--- src/rtl/reg_display_sched.sv ---
// Debug display scheduler: debounces the step button, cycles through the six
// register pairs (manually or on a timer), and snapshots the selected pair.
module reg_display_sched #(
  parameter int DEBOUNCE_CYCLES = 1000000,
  parameter int AUTO_CYCLES     = 50000000,
  parameter int REFRESH_CYCLES  = 5000000
) (
  input  logic        clk,
  input  logic        rst,
  input  logic        step_btn_n,
  input  logic        auto_en,
  input  logic        freeze,
  input  logic [7:0]  regA,
  input  logic [7:0]  regF,
  input  logic [7:0]  regB,
  input  logic [7:0]  regC,
  input  logic [7:0]  regD,
  input  logic [7:0]  regE,
  input  logic [7:0]  regH,
  input  logic [7:0]  regL,
  input  logic [15:0] regSP,
  input  logic [15:0] regPC,
  output logic [7:0]  disp_hi,
  output logic [7:0]  disp_lo,
  output logic [2:0]  sel,
  output logic        step_pulse
);

  localparam int DB_W = (DEBOUNCE_CYCLES > 1) ? $clog2(DEBOUNCE_CYCLES) : 1;
  localparam int AU_W = (AUTO_CYCLES > 1) ? $clog2(AUTO_CYCLES) : 1;
  localparam int RF_W = (REFRESH_CYCLES > 1) ? $clog2(REFRESH_CYCLES) : 1;
  localparam logic [DB_W-1:0] DB_LAST = DB_W'(DEBOUNCE_CYCLES - 1);
  localparam logic [AU_W-1:0] AU_LAST = AU_W'(AUTO_CYCLES - 1);
  localparam logic [RF_W-1:0] RF_LAST = RF_W'(REFRESH_CYCLES - 1);

  logic            sync1_reg;
  logic            sync2_reg;
  logic            db_state_reg;
  logic [DB_W-1:0] db_cnt_reg;
  logic [AU_W-1:0] auto_cnt_reg;
  logic [RF_W-1:0] ref_cnt_reg;
  logic            step_pulse_reg;
  logic [2:0]      sel_reg;
  logic            sel_chg_reg;
  logic [7:0]      disp_hi_reg;
  logic [7:0]      disp_lo_reg;

  logic            pressed_raw;
  logic            db_flip;
  logic            auto_tick;
  logic            refresh_tick;
  logic            advance;
  logic [15:0]     pair_mux;

  always_comb begin
    pressed_raw  = ~sync2_reg;
    db_flip      = (pressed_raw != db_state_reg) && (db_cnt_reg == DB_LAST);
    auto_tick    = auto_en && (auto_cnt_reg == AU_LAST);
    refresh_tick = (ref_cnt_reg == RF_LAST);
    // A button press and a timer tick in the same cycle still move one step.
    advance      = step_pulse_reg | auto_tick;
    case (sel_reg)
      3'd0:    pair_mux = {regA, regF};
      3'd1:    pair_mux = {regB, regC};
      3'd2:    pair_mux = {regD, regE};
      3'd3:    pair_mux = {regH, regL};
      3'd4:    pair_mux = regSP;
      3'd5:    pair_mux = regPC;
      default: pair_mux = 16'h0000;
    endcase
  end

  always_ff @(posedge clk or posedge rst) begin
    if (rst) begin
      sync1_reg      <= 1'b1;
      sync2_reg      <= 1'b1;
      db_state_reg   <= 1'b0;
      db_cnt_reg     <= '0;
      auto_cnt_reg   <= '0;
      ref_cnt_reg    <= '0;
      step_pulse_reg <= 1'b0;
      sel_reg        <= 3'd0;
      sel_chg_reg    <= 1'b0;
      disp_hi_reg    <= 8'h00;
      disp_lo_reg    <= 8'h00;
    end else begin
      sync1_reg <= step_btn_n;
      sync2_reg <= sync1_reg;

      // Any sample agreeing with the debounced level restarts the stability count.
      if (pressed_raw == db_state_reg) begin
        db_cnt_reg <= '0;
      end else if (db_flip) begin
        db_cnt_reg   <= '0;
        db_state_reg <= pressed_raw;
      end else begin
        db_cnt_reg <= db_cnt_reg + 1'b1;
      end
      step_pulse_reg <= db_flip & pressed_raw;

      if (!auto_en || step_pulse_reg || auto_tick)
        auto_cnt_reg <= '0;
      else
        auto_cnt_reg <= auto_cnt_reg + 1'b1;

      if (refresh_tick)
        ref_cnt_reg <= '0;
      else
        ref_cnt_reg <= ref_cnt_reg + 1'b1;

      if (advance)
        sel_reg <= (sel_reg == 3'd5) ? 3'd0 : sel_reg + 3'd1;
      sel_chg_reg <= advance;

      if ((refresh_tick || sel_chg_reg) && !freeze) begin
        disp_hi_reg <= pair_mux[15:8];
        disp_lo_reg <= pair_mux[7:0];
      end
    end
  end

  assign disp_hi    = disp_hi_reg;
  assign disp_lo    = disp_lo_reg;
  assign sel        = sel_reg;
  assign step_pulse = step_pulse_reg;

endmodule

--- config.mk ---
export PLATFORM = sky130hd
export DESIGN_NAME = reg_display_sched
export DESIGN_NICKNAME = d
export VERILOG_FILES = /design/src/rtl/reg_display_sched.sv
export SDC_FILE = /design/constraint.sdc
export NUM_CORES = 1
export LEC_CHECK = 0
export CORE_AREA = 2 2 101 103
export CTS_CLUSTER_DIAMETER = 120
export DETAILED_ROUTE_END_ITERATION = 6
export DIE_AREA = 0 0 103 105
export PLACE_DENSITY = 0.81
export SLEW_MARGIN = 40
export SYNTH_ARGS = -nofsm -noshare
export SYNTH_HDL_FRONTEND = slang
export SYNTH_SLANG_ARGS = --single-unit
--- constraint.sdc ---
create_clock -name clk -period 5.2 [get_ports clk]
set_input_delay 1.04 -clock clk [delete_from_list [all_inputs] [get_ports clk]]
set_output_delay 1.04 -clock clk [all_outputs]
set_load 0.01 [all_outputs]
==> results_tabular.tex, run 1 <==
\begin{tabular}{lr}
\hline
Metric & Value \\
\hline
\multicolumn{2}{l}{\textbf{STA}} \\
Endpoints failing hold & 0 \\
Setup repair after global routing missed its margin & no \\
Min cycle time layout & 2.897 ns \\
Skew final & 0.008331 ns \\
Worst max-slew margin expressed relative to the limit & 49.69\% \\
Aggregate negative setup slack & 0 ns \\
Hold slack & 0.3599 ns \\
Highest clock rate & 345.2 MHz \\
Post-route setup slack & 2.303 ns \\
Slew of the pin with the lowest slew margin & 0.7547 ns \\
Part of the cycle the worst path needs & 55.71\% \\
Final count of negative-setup-slack endpoints & 0 \\
Number of max-slew violations in the final report & 0 \\
\multicolumn{2}{l}{\textbf{Worst setup path}} \\
Critical path type & reg -> out \\
Type of origin of the critical path & register \\
Crit-path cells & clkdlybuf4s50\_1 \\
Slowest cell on the critical path & dfrtp\_1 \\
Crit path max fanout & 20 \\
Total buffers and inverters traversed by the critical path & 1 \\
Required @ worst endpoint & 4.16 ns \\
Max stage delay on crit path & 0.82 ns \\
Endpoint of the most critical register-to-register path & disp\_lo[3]\$\_DFFE\_PP0P\_ \\
Cells on worst reg2reg path & 5 \\
CP delay by family, top & flip-flops \\
Reg-to-reg startpoint & ref\_cnt\_reg[0]\$\_DFF\_PP0\_ \\
Data arrival at the endpoint of the critical path & 1.86 ns \\
Nature of the critical path endpoint & primary output \\
Setup slack of the most critical reg-to-reg path & 2.69 ns \\
\multicolumn{2}{l}{\textbf{Logic synthesis}} \\
FFs w/ async S/R, synth & 100.0\% \\
Synthesized flop and latch total & 93 \\
Number of nets in the synthesized netlist & 604 \\
Xor/xnor share of the synthesized area & 7.751\% \\
Simple-gate portion of the synthesized area & a little over a fifth \\
Post-synth top area cell & dfrtp\_1 \\
EDFF count, synth & 0 \\
Netlist cell types & just over 50 \\
Synthesized instance count & 499 \\
Mean area per synthesized cell & 10.19 um2 \\
Top area cells in the synthesized netlist & dfrtp\_1 (45\%), xnor2\_1 (5.0\%), mux2\_2 (4.2\%) \\
Summed instance area of the synthesized netlist & 5085 um2 \\
Arithmetic-cell share of the synthesized area counting full adders, half adders and majority gates & 0.9843\% \\
Fraction of the mapped netlist area in compound gates & 11.02\% \\
Combinational family with the most area after synthesis & simple AND/OR/NAND/NOR gates \\
Fraction of the yosys area taken by sequential cells & 45.82\% \\
Top cell types by occurrence after synthesis & dfrtp\_1 (91), nor2\_1 (46), nand2\_1 (32), nand3\_1 (30), xnor2\_1 (29) \\
Area share of the largest cell type after synthesis & 44.78\% \\
Leading cell type by number of instances after synthesis & dfrtp\_1 \\
Share of cell area taken by muxes after synthesis & 9.326\% \\
Warning count from the yosys run & 0 \\
Most used flip-flop cell after synthesis & dfrtp\_1 \\
\multicolumn{2}{l}{\textbf{Worst hold path}} \\
Class of the most critical hold timing path & reg -> reg \\
Min-Delay Startpoint & sync1\_reg\$\_DFF\_PP1\_ \\
Terminating pin of the worst hold path & sync2\_reg\$\_DFF\_PP1\_ \\
Min-Delay Path Depth & 0 \\
\multicolumn{2}{l}{\textbf{Clocking}} \\
Clock tree from TritonCTS & built \\
Max H-tree Level & 3 \\
Clk Tree Root Cell & clkbuf\_8 \\
TritonCTS Sinks & 93 \\
Quantity of gates resized following cts & 0 \\
TritonCTS Buffers & 9 \\
Number of buffers on the longest clock path & 2 \\
Post-CTS repair timing setup buffer count & 0 \\
Worst-path clk slew & 0.09 ns \\
Hold Buf Count CTS & 0 \\
Worst skew pair latency & between 0.3 and 0.4 ns \\
\multicolumn{2}{l}{\textbf{GRT}} \\
Overall overflow remaining after global route & 0 \\
Antenna violations before repair & 0 \\
Wire length of the first global-routing pass & 21.13 mm \\
Largest net degree at the start of global routing & 61 \\
GRT Overall Usage & 24.51\% \\
Number of global-route vias before repair & 4,587 \\
\multicolumn{2}{l}{\textbf{Layout}} \\
Final instance area & $\sim$6600 um2 \\
Util after Layout & between 60\% and 70\% \\
Largest register FFs & 26 \\
Fraction of final layout cells sized beyond drive strength 1 & approximately a tenth \\
Final non-filler cell total & 751 \\
Net count of the finished layout & $\sim$700 \\
Signed area change from the synthesized netlist to the final layout & 29.68\% \\
Antenna diode count & 0 \\
\multicolumn{2}{l}{\textbf{Placed design}} \\
Worst setup timing slack at the placement stage & 2.148 ns \\
Routability congestion estimate from global placement & 0.8999 \\
Placed insts & 735 \\
IO buf count & 120 \\
Cell area after placement & 6390 um2 \\
Detailed Place HPWL & 9.500 mm \\
\multicolumn{2}{l}{\textbf{Routing}} \\
Number of search-and-repair iterations in the first detailed-routing pass & 5 \\
Total via count in the routed design & 4,354 \\
Wire length after detailed routing & 12.97 mm \\
Post-detailed-route via-to-cell ratio & 5.798 \\
Post-route antenna net violation count & 0 \\
Post-route DRC violation count & 0 \\
Wire per inst & 17.27 um \\
First DRT Iteration DRCs & 226 \\
\multicolumn{2}{l}{\textbf{Floorplanning}} \\
Initial cell density of the core & 52.75\% \\
Std-Cell Core Area & 9639 um2 \\
Top-level port count & roughly 120 \\
Vert. Die Dim & roughly 110 um \\
Cell Rows & 36 \\
Die Outline Area & 10,820 um2 \\
Die X & 103 um \\
\multicolumn{2}{l}{\textbf{Power}} \\
Static leakage & 2.621 nW \\
Peak ir drop on the vdd network & about 0.00018 V \\
Overall power after layout & 1.353 mW \\
PwrDens & 205.3 nW/um2 \\
\multicolumn{2}{l}{\textbf{Run status}} \\
Outcome & complete, no violations \\
\multicolumn{2}{l}{\textbf{Job}} \\
Number of violations of the max-capacitance limit & 0 \\
\hline
\end{tabular}
metal layers:
metal  part of all wire [%]  vias up  global-route usage (%)
met5                      0        -                       0
met4                    2.0        0                   8.647
met3                    6.6       19                   4.281
met2                     51      140                   43.78
met1                     40     2129                   29.07
li1                       -     2066                       -
worst max path at each step:
stage               cells after the start                   endpoint               start  slack, ns
global route                            1                     sel[1]  sel[1]$_DFFE_PP0P_       2.20
finish                                  1                     sel[1]  sel[1]$_DFFE_PP0P_       2.30
CTS                                     1                     sel[1]  sel[1]$_DFFE_PP0P_       2.25
floorplan                               1  auto_cnt_reg[0]$_DFF_PP0_                 rst       1.74
detailed placement                      5     disp_lo[3]$_DFFE_PP0P_              freeze       2.15
global placement                        5     disp_hi[2]$_DFFE_PP0P_              freeze       2.25
where the power goes:
group          total (mW)  internal [mW]  leakage, nW  switching [mW]
clock network       0.481          0.224       0.0918           0.258
registers           0.737          0.731         1.25         0.00645
logic               0.135         0.0884         1.28          0.0462
total                1.35           1.04         2.62           0.310
cells in the final DEF (no fill, tap or decap), types with 9 or more instances in the layout:
cell and n:
mux2_2 19, a21oi_1 18, xnor2_1 29, inv_1 23, clkbuf_8 9, nand3_1 30
nor3_1 9, clkdlybuf4s50_1 120, nand4_1 13, or4_1 12, dfrtp_1 89, a22oi_1 13
xor2_1 16, o21ai_0 10, nor2_1 46, nor4_1 11, o31ai_1 10, and3_1 9
nand2_1 32
kinds of logic (layout without fill, tap and decap cells):
kind of cell / after synthesis / after routing
simple gates: 200 / 200
xor+xnor: 45 / 45
fa+ha+maj: 4 / 4
flops: 93 / 93
compound gates: 78 / 78
buf+inv: 44 / 163
mux: 35 / 35
layout make-up:
type,instances,area [um2]
Fill cell,773,3045
Multi-Input combinational cell,362,2581
Sequential cell,93,2332
Timing Repair Buffer,122,1216
Tap cell,133,166.4
Clock buffer,9,123.9
Inverter,25,98.84
Clock inverter,7,75.07
No activity file was read; power rests on OpenSTA's default activity.
==> run 2: changes to the inputs <==
CORE_AREA = 2 2 110 112   (was 2 2 101 103)
DIE_AREA = 0 0 112 114   (was 0 0 103 105)
PLACE_DENSITY = 0.72   (was 0.81)
clock period = 2.5 ns   (was 5.2 ns; I/O delays follow)
==> run 2 against run 1 <==
  * Setup slack worse by 2.1 ns
  * Via count grew 0.23%
  * Non-clock buffer count is 12 higher
  * Die area is 18% higher
  * Clock skew shrank 0.0013 ns
  * Total power rose by 130%
  * Critical endpoint is now disp_hi[5]$_DFFE_PP0P_
==> results_tabular.tex, run 2 (synthesis gave the netlist of run 1 again) <==
\begin{tabular}{lr}
\hline
Metric & Value \\
\hline
\multicolumn{2}{l}{\textbf{Routing}} \\
Post-route DRC violation count & 0 (unchanged) \\
Wire per inst & 16.81 um (was 17.27 um) \\
Post-route antenna net violation count & 0 (unchanged) \\
Wire length after detailed routing & 13.09 mm (was 12.97 mm) \\
First DRT Iteration DRCs & 339 (was 226) \\
Number of search-and-repair iterations in the first detailed-routing pass & 5 (unchanged) \\
Total via count in the routed design & 4,364 (was 4,354) \\
Post-detailed-route via-to-cell ratio & 5.602 (was 5.798) \\
\multicolumn{2}{l}{\textbf{STA}} \\
Highest clock rate & between 400 and 500 MHz \\
Final count of negative-setup-slack endpoints & 0 (unchanged) \\
Endpoints failing hold & 0 (unchanged) \\
Skew final & 0.007061 ns (was 0.008331 ns) \\
Slew of the pin with the lowest slew margin & 0.6282 ns (was 0.7547 ns) \\
Part of the cycle the worst path needs & 90.64\% \\
Number of max-slew violations in the final report & 0 (unchanged) \\
Setup repair after global routing missed its margin & no (unchanged) \\
Min cycle time layout & 2.266 ns \\
Aggregate negative setup slack & 0 ns (unchanged) \\
Worst max-slew margin expressed relative to the limit & 57.74\% (was 49.69\%) \\
\multicolumn{2}{l}{\textbf{Floorplanning}} \\
Std-Cell Core Area & 11,710 um2 (was 9639 um2) \\
Die X & 112 um (was 103 um) \\
Top-level port count & 121 (unchanged) \\
Initial cell density of the core & 43.42\% (was 52.75\%) \\
Cell Rows & 40 (was 36) \\
Die Outline Area & 12,770 um2 (was 10,820 um2) \\
Vert. Die Dim & 114 um (was 105 um) \\
\multicolumn{2}{l}{\textbf{Layout}} \\
Net count of the finished layout & 730 (was 718) \\
Most common cell after layout, fill and taps aside & clkdlybuf4s50\_1 (unchanged) \\
Fraction of final layout cells sized beyond drive strength 1 & 11.11\% (was 10.03\%) \\
Largest register FFs & 26 (unchanged) \\
Top library cells by usage in the layout, fill and taps aside & clkdlybuf4s50\_1 (120), dfrtp\_1 (91), nor2\_1 (46) (was clkdlybuf4s50\_1 (120), dfrtp\_1 (89), nor2\_1 (46)) \\
Fill count & 1,008 (was 773) \\
Signed area change from the synthesized netlist to the final layout & 33.54\% (was 29.68\%) \\
Final non-filler cell total & 779 (was 751) \\
Final instance area & 6790 um2 (was 6594 um2) \\
\multicolumn{2}{l}{\textbf{Power}} \\
Total internal power & 2.412 mW (was 1.043 mW) \\
Peak ir drop on the vdd network & 0.0002807 V (was 0.0001820 V) \\
Reg power frac & 49.6\% (was 54.5\%) \\
Switching power & 0.6842 mW (was 0.3104 mW) \\
Overall power after layout & 3.096 mW (was 1.353 mW) \\
PwrDens & 456.0 nW/um2 (was 205.3 nW/um2) \\
Clock network fraction of total power & 41.2\% (was 35.6\%) \\
Static leakage & 2.721 nW (was 2.621 nW) \\
Switching share of power & 22.10\% (was 22.94\%) \\
Combinational power share & 9.2\% (was 10.0\%) \\
\multicolumn{2}{l}{\textbf{Clocking}} \\
Hold Buf Count CTS & 0 (unchanged) \\
TritonCTS Sinks & 93 (unchanged) \\
Number of buffers on the longest clock path & 2 (unchanged) \\
Worst-path clk slew & 0.06 ns (was 0.09 ns) \\
Clock tree from TritonCTS & built (unchanged) \\
Quantity of gates resized following cts & 0 (unchanged) \\
TritonCTS Buffers & 9 (unchanged) \\
Worst skew pair latency & 0.34 ns (was 0.35 ns) \\
Clk Tree Root Cell & clkbuf\_16 (was clkbuf\_8) \\
Max H-tree Level & 3 (unchanged) \\
\multicolumn{2}{l}{\textbf{Placed design}} \\
Routability congestion estimate from global placement & 0.9227 (was 0.8999) \\
Placed insts & 761 (was 735) \\
Detailed Place HPWL & 9.857 mm (was 9.500 mm) \\
IO buf count & 120 (unchanged) \\
Cell area after placement & 6506 um2 (was 6390 um2) \\
\multicolumn{2}{l}{\textbf{GRT}} \\
GRT Overall Usage & 21.38\% (was 24.51\%) \\
Wire length of the first global-routing pass & 21.96 mm (was 21.13 mm) \\
Largest net degree at the start of global routing & 52 (was 61) \\
Overall overflow remaining after global route & 0 (unchanged) \\
Antenna violations before repair & 2 (was 0) \\
Number of global-route vias before repair & 4,476 (was 4,587) \\
\multicolumn{2}{l}{\textbf{Worst setup path}} \\
Reg-to-reg startpoint & ref\_cnt\_reg[0]\$\_DFF\_PP0\_ (unchanged) \\
Critical path type & reg -> reg (was reg -> out) \\
Type of origin of the critical path & register (unchanged) \\
Nature of the critical path endpoint & register (was primary output) \\
Required @ worst endpoint & 2.76 ns (was 4.16 ns) \\
Data arrival at the endpoint of the critical path & 2.53 ns (was 1.86 ns) \\
First element of the critical path & ref\_cnt\_reg[0]\$\_DFF\_PP0\_ (was sel[1]\$\_DFFE\_PP0P\_) \\
Crit path max fanout & 9 (was 20) \\
\multicolumn{2}{l}{\textbf{Worst hold path}} \\
Class of the most critical hold timing path & reg -> reg (unchanged) \\
Min-Delay Startpoint & sync1\_reg\$\_DFF\_PP1\_ (unchanged) \\
\multicolumn{2}{l}{\textbf{Run status}} \\
Outcome & complete, no violations (unchanged) \\
\multicolumn{2}{l}{\textbf{Job}} \\
Number of violations of the max-capacitance limit & 0 (unchanged) \\
\hline
\end{tabular}
==> run 2: cell count changes in the layout (fill, tap and decap cells not counted), sizes merged <==
cell      delta
bufinv       -1
inv          -1
clkinv       -1
diode        +2
clkinvlp     +1
buf         +12
clkbuf       +2
==> run 2: timing repair <==
action	in CTS	in global routing
setup endpoints to repair	0	1
endpoints found under the hold margin	0	0
buffers inserted	0	0
==> run 2: metal layers <==
layer,wire length [um],vias to the layer above,global-route usage (%),share of wire (%)
met5,0,-,0,0
met4,276,0,7.642,2.1
met3,841,19,5.420,6.4
met2,6349,140,37.21,48
met1,5624,2105,25.94,43
li1,-,2100,-,-
==> run 2: final cells by class <==
type	instances	area, um2	area share (%)
well taps	147	183.9	2.709
diodes	2	5.005	0.07371
repair buffers	134	1319	19.42
inverters	25	97.59	1.437
clock inverters	5	36.28	0.5344
clock buffers	11	242.7	3.575
flip-flops and latches	93	2330	34.31
multi-input cells	362	2576	37.94
==> run 2: through the flow <==
stage / hold WS, ns / utilization, % / setup WS (ns)
5_1_grt: 0.3704 / 57.96 / 0.01669
6_report: 0.3577 / 57.98 / 0.2339
2_1_floorplan: 0.3452 / - / 0.2360
3_5_place_dp: 0.3509 / 55.56 / 0.1851
4_1_cts: 0.3619 / 57.94 / 0.1738
3_3_place_gp: 0.3458 / 55.56 / 0.2700
==> run 2: path summary, 6_finish.rpt <==
check                                            end  slack (ns)  cells after the start
max                           disp_hi[5]$_DFFE_PP0P_        0.23                      6
min                              sync2_reg$_DFF_PP1_        0.36                      0
max reg2reg                   disp_hi[5]$_DFFE_PP0P_        0.23                      6
min reg2reg                      sync2_reg$_DFF_PP1_        0.36                      0
max in group asynchronous        sync2_reg$_DFF_PP1_        1.40                      3
min in group asynchronous  ref_cnt_reg[21]$_DFF_PP0_        0.49                      2
==> run 2: critical path: stages, from the launching register on <==
cell and delay [ns]:
dfrtp_1 0.39, ha_1 0.23, nand3_2 0.17, or4_4 0.62, o22ai_4 0.29, buf_4 0.27
mux2i_1 0.22
==> run 2: power by group through the flow <==
stage | combinational [mW] | sequential (mW) | clock (mW)
final | 0.286 | 1.54 | 1.27
after global routing | 0.312 | 1.54 | 1.38
after CTS | 0.291 | 1.54 | 1.32
after detailed placement | 0.289 | 1.56 | 0
after global placement | 0.286 | 1.56 | 0
after floorplan | 0.0819 | 1.56 | 0
==> run 3: changes to the inputs <==
CAP_MARGIN = 20   (was not set)
==> results of run 3 <==
The final DEF is identical to that of run 2; final timing and power are the same.
